$ cat src/rtl/alu_pkg.sv
// Shared definitions for the ALU port: function codes, dispatcher state encoding
// and the ALU's registered output latencies.
package alu_pkg;

  localparam logic [1:0] FN_ADD = 2'd0;
  localparam logic [1:0] FN_SUB = 2'd1;
  localparam logic [1:0] FN_MUL = 2'd2;
  localparam logic [1:0] FN_DIV = 2'd3;

  localparam int ALU_LAT_RES  = 1;
  localparam int ALU_LAT_ZERO = 2;

  typedef enum logic [2:0] {
    ST_IDLE  = 3'd0,
    ST_ISSUE = 3'd1,
    ST_WAIT1 = 3'd2,
    ST_WAIT2 = 3'd3,
    ST_RESP  = 3'd4
  } state_t;

  // Divide-by-zero never reaches the ALU; the dispatcher answers it directly.
  function automatic logic is_div0(input logic [1:0] fn, input logic op2_zero);
    return (fn == FN_DIV) && op2_zero;
  endfunction

endpackage

$ cat src/rtl/alu_dispatch.sv
// Initiator for the pipelined ALU: takes one request, holds operands through the
// ALU latency, then presents result/zero/tag on a valid/ready response.
module alu_dispatch
  import alu_pkg::*;
#(
  parameter int WIDTH = 8,
  parameter int TAG_W = 3
) (
  input  logic             clk,
  input  logic             reset_n,
  input  logic             req_valid,
  output logic             req_ready,
  input  logic [WIDTH-1:0] req_op1,
  input  logic [WIDTH-1:0] req_op2,
  input  logic [1:0]       req_fn,
  input  logic [TAG_W-1:0] req_tag,
  output logic [WIDTH-1:0] alu_op1,
  output logic [WIDTH-1:0] alu_op2,
  output logic [1:0]       alu_fn,
  input  logic [WIDTH-1:0] alu_result,
  input  logic             alu_zero,
  output logic             rsp_valid,
  input  logic             rsp_ready,
  output logic [WIDTH-1:0] rsp_result,
  output logic             rsp_zero,
  output logic             rsp_err,
  output logic [TAG_W-1:0] rsp_tag
);

  state_t state;

  always_ff @(posedge clk) begin
    if (!reset_n) begin
      state      <= ST_IDLE;
      req_ready  <= 1'b1;
      alu_op1    <= '0;
      alu_op2    <= '0;
      alu_fn     <= '0;
      rsp_valid  <= 1'b0;
      rsp_result <= '0;
      rsp_zero   <= 1'b0;
      rsp_err    <= 1'b0;
      rsp_tag    <= '0;
    end else begin
      case (state)
        ST_IDLE: begin
          if (req_valid) begin
            req_ready <= 1'b0;
            rsp_tag   <= req_tag;
            if (is_div0(req_fn, req_op2 == '0)) begin
              // ALU operands stay untouched so the ALU sees no spurious op.
              rsp_result <= '1;
              rsp_zero   <= 1'b0;
              rsp_err    <= 1'b1;
              rsp_valid  <= 1'b1;
              state      <= ST_RESP;
            end else begin
              alu_op1 <= req_op1;
              alu_op2 <= req_op2;
              alu_fn  <= req_fn;
              state   <= ST_ISSUE;
            end
          end
        end
        ST_ISSUE: state <= ST_WAIT1;
        ST_WAIT1: state <= ST_WAIT2;
        ST_WAIT2: begin
          // Both result (1 edge) and zero (2 edges) have settled by now.
          rsp_result <= alu_result;
          rsp_zero   <= alu_zero;
          rsp_err    <= 1'b0;
          rsp_valid  <= 1'b1;
          state      <= ST_RESP;
        end
        ST_RESP: begin
          if (rsp_ready) begin
            rsp_valid <= 1'b0;
            req_ready <= 1'b1;
            state     <= ST_IDLE;
          end
        end
        default: begin
          state     <= ST_IDLE;
          req_ready <= 1'b1;
          rsp_valid <= 1'b0;
        end
      endcase
    end
  end

endmodule

$ cat config.mk
export PLATFORM = sky130hd
export DESIGN_NAME = alu_dispatch
export DESIGN_NICKNAME = d
export VERILOG_FILES = /design/src/rtl/alu_pkg.sv /design/src/rtl/alu_dispatch.sv
export SDC_FILE = /design/constraint.sdc
export NUM_CORES = 1
export LEC_CHECK = 0
export BUFFER_PORTS_ARGS = -buffer_cell sky130_fd_sc_hd__buf_2
export CAP_MARGIN = 10
export CORE_ASPECT_RATIO = 1.4
export CORE_MARGIN = 2
export CORE_UTILIZATION = 48
export CTS_BUF_LIST = sky130_fd_sc_hd__clkbuf_8
export DETAILED_ROUTE_END_ITERATION = 16
export PLACE_DENSITY_LB_ADDON = 0.12
export RECOVER_POWER = 50
export SETUP_SLACK_MARGIN = 0.2
export SKIP_CTS_REPAIR_TIMING = 1
export SYNTH_ARGS = -nofsm -noshare
export SYNTH_HDL_FRONTEND = slang
export SYNTH_SLANG_ARGS = --single-unit
$ cat constraint.sdc
create_clock -name clk -period 2.6 [get_ports clk]
set_input_delay 0.78 -clock clk [delete_from_list [all_inputs] [get_ports clk]]
set_output_delay 0.78 -clock clk [all_outputs]
set_load 0.02 [all_outputs]
==> run metrics <==
syn avg cell area 10.5 um2; pwr/cell area 652 nW/um2; GP Congestion 0.765; Nets 242; run status completed; unique cell type count in the Yosys netlist 37; Post-synth EDFFs 0; Hold Crit Class reg -> reg; initial core utilization 50.8%; slew margin rel. 15.6%; Clk Tree Root Cell clkbuf_8; worst slew pin tran 1.27 ns; Die Wd 50.9 um; Internal 0.869 mW; first-pass GRT wire length 5.50 mm; #FFs+latches synth 36; Sw Share 28.1%; top-count cell post-synth dfxtp_1; part of the power in combinational logic 20.1%; CTS buffer count 5; Worst R2R Start state[0]; Max IR drop VDD 0.527 mV; Rows 23; startpoint type of the worst setup path input port; Sw Pwr 0.339 mW; ys flop type dfxtp_1; CTS Buffer Depth 2; n_diodes 0; final hold violation count 0; die height 69.7 um; period utilization 79.4%; Initial DRC Count 16; sequential fraction of the synthesis area 48.8%; fraction of registers with async set/reset 0%; R2R depth 5; Synthesis Warnings 0; RSZ-0062 raised after global routing no; port bufs 66; share of cells above drive strength 1 24.3%; die area 3540 um2; Synth Cell Area 1480 um2; Post-Synthesis Cells 141; Area contributors post-synth dfxtp_1 (49%), mux2i_1 (8.1%), nor2b_1 (6.8%), o221a_1 (6.1%), nand2_1 (2.5%); arrival time at the worst endpoint 2.28 ns; hold path startpoint rsp_tag[1]; CP Cell Sequence buf_2, or4_1, o31ai_1, a22oi_1, nor2b_1; Tmin final 2.07 ns; gr ovfl total 0; endpoint class of the critical path register; cell accounting for the most synthesized area dfxtp_1; Max Clock Freq 0.484 GHz; Routed WL 3.29 mm; delay of the slowest critical-path stage 0.58 ns; Max Slew Vio Count 0; Top-Level Pins 67; vias in the first global route 1291; FF-to-FF setup slack 0.74 ns; pin count of the biggest net entering global routing 38; Slowest cell on crit path or4_1; Worst Hold End rsp_tag[1]; vias per cell 5.35; LEAKAGE 0.744 nW; core area 2910 um2; CTS Sinks 36; CTS tree built; Worst Hold Depth 2; total negative slack 0 ns; top cell type's share of synthesized area 48.8%; Mapped Nets 175; Post-synth top cells dfxtp_1 (36), nor2b_1 (16), mux2i_1 (12), nand2_1 (10), o221a_1 (8); Clock power frac 28.2%; DR DRC count 0; Max H-tree Level 2; Layout area overhead 25.2%; Tot GR Track Use 20.1%; max-cap violations 0; required time of the critical path 2.81 ns; clk slew on worst S/H paths 0.06 ns; Setup Crit Path Kind in -> reg; CP Buf/Inv Count 1; Reg power frac 51.8%; Max Fanout on Critical Path 4; # setup viols final 0; post-route ant nets 0; initial antenna violation count 0; worst r2r dst alu_op1[1]; CP top delay family simple AND/OR/NAND/NOR gates; routed via count 1300; detailed-router iteration count before antenna repair 4; Final Util 63.7%; Detailed Place HPWL 2.50 mm; routed len/inst 13.6 um; Fin Clk Skew 0.00158 ns; Worst-Skew Late Latency 0.28 ns
## worst min-delay path, stage by stage (launching register included)
cell and delay [ns]:
dfxtp_1 0.31, nand2_1 0.05, a21boi_0 0.06
## through the flow
step / setup WS (ns) / power [mW] / hold WS (ns) / instances / area, um2
6_report: 0.535 / 1.21 / 0.477 / 243 / 1850
2_1_floorplan: 0.527 / 0.807 / 0.505 / 141 / 1480
4_1_cts: 0.522 / 1.23 / 0.466 / 243 / 1890
3_3_place_gp: 0.298 / 0.879 / 0.445 / 238 / 1820
5_1_grt: 0.384 / 1.26 / 0.500 / 243 / 1850
3_5_place_dp: 0.234 / 0.890 / 0.457 / 238 / 1820
## cell usage in the layout (no fill, tap or decap)
master and count:
a21boi_0 3, a21oi_1 3, a22oi_1 4, a31oi_4 1, and2_1 1, and3_1 1, buf_2 36, buf_4 4
clkbuf_1 30, clkbuf_8 5, dfxtp_1 36, mux2i_1 12, nand2_1 10, nand2b_1 2, nand3_1 2, nand3b_1 1
nor2_1 6, nor2b_1 16, nor3_1 3, nor3b_1 1, nor4_1 3, nor4b_1 1, nor4b_2 1, nor4bb_1 1
o211a_1 1, o21a_1 1, o21ai_0 2, o21ai_1 2, o21ai_2 1, o221a_1 8, o22ai_1 1, o31ai_1 1
or2_2 1, or4_1 2, or4b_4 1, or4bb_1 1, xnor2_1 1
## layout make-up
class / count / area, um2
Timing Repair Buffer: 70 / 323
Tap cell: 37 / 46.3
Clock buffer: 5 / 68.8
Sequential cell: 36 / 721
Fill cell: 273 / 1060
Multi-Input combinational cell: 95 / 692
## per-layer routing
metal,vias up,GRT usage [%],share of wire (%),wire (um)
met5,-,0,0,0
met4,0,7.81,1.7,57
met3,7,7.76,6.9,228
met2,46,37.3,54,1770
met1,603,19.1,38,1240
li1,644,-,-,-
## registers in the layout (all words and copies together), names as in the netlist
name and cells:
alu_op1 8, alu_op2 8, rsp_result 8, rsp_tag 3, state 3, alu_fn 2
req_ready 1, rsp_err 1, rsp_valid 1, rsp_zero 1
## logic make-up (layout without fill, tap and decap cells)
| kind of cell | after synthesis | after routing | share of synthesized area (%) |
|---|---|---|---|
| xor+xnor | 1 | 1 | 0.593 |
| mux | 12 | 12 | 8.13 |
| compound gates | 28 | 28 | 16.2 |
| flops | 36 | 36 | 48.8 |
| simple gates | 54 | 54 | 21.9 |
| buf+inv | 10 | 75 | 4.40 |
## power groups by stage
stage | Combinational, mW | Sequential [mW] | Clock [mW]
final | 0.242 | 0.625 | 0.340
after global routing | 0.268 | 0.631 | 0.365
after CTS | 0.255 | 0.624 | 0.349
after detailed placement | 0.255 | 0.635 | 0
after global placement | 0.246 | 0.633 | 0
after floorplan | 0.136 | 0.671 | 0
## how the worst max path moves through the flow
stage / start / end / slack (ns) / depth (start not counted)
5_1_grt: req_op2[0] / alu_op2[5] / 0.38 / 5
3_5_place_dp: req_op2[0] / alu_op2[5] / 0.23 / 5
6_report: req_op2[0] / alu_op2[5] / 0.53 / 5
2_1_floorplan: req_valid / alu_op1[2] / 0.53 / 6
3_3_place_gp: req_op2[0] / alu_op2[7] / 0.30 / 5
4_1_cts: req_op2[0] / alu_op2[5] / 0.52 / 5
No activity file was read; power rests on OpenSTA's default activity.
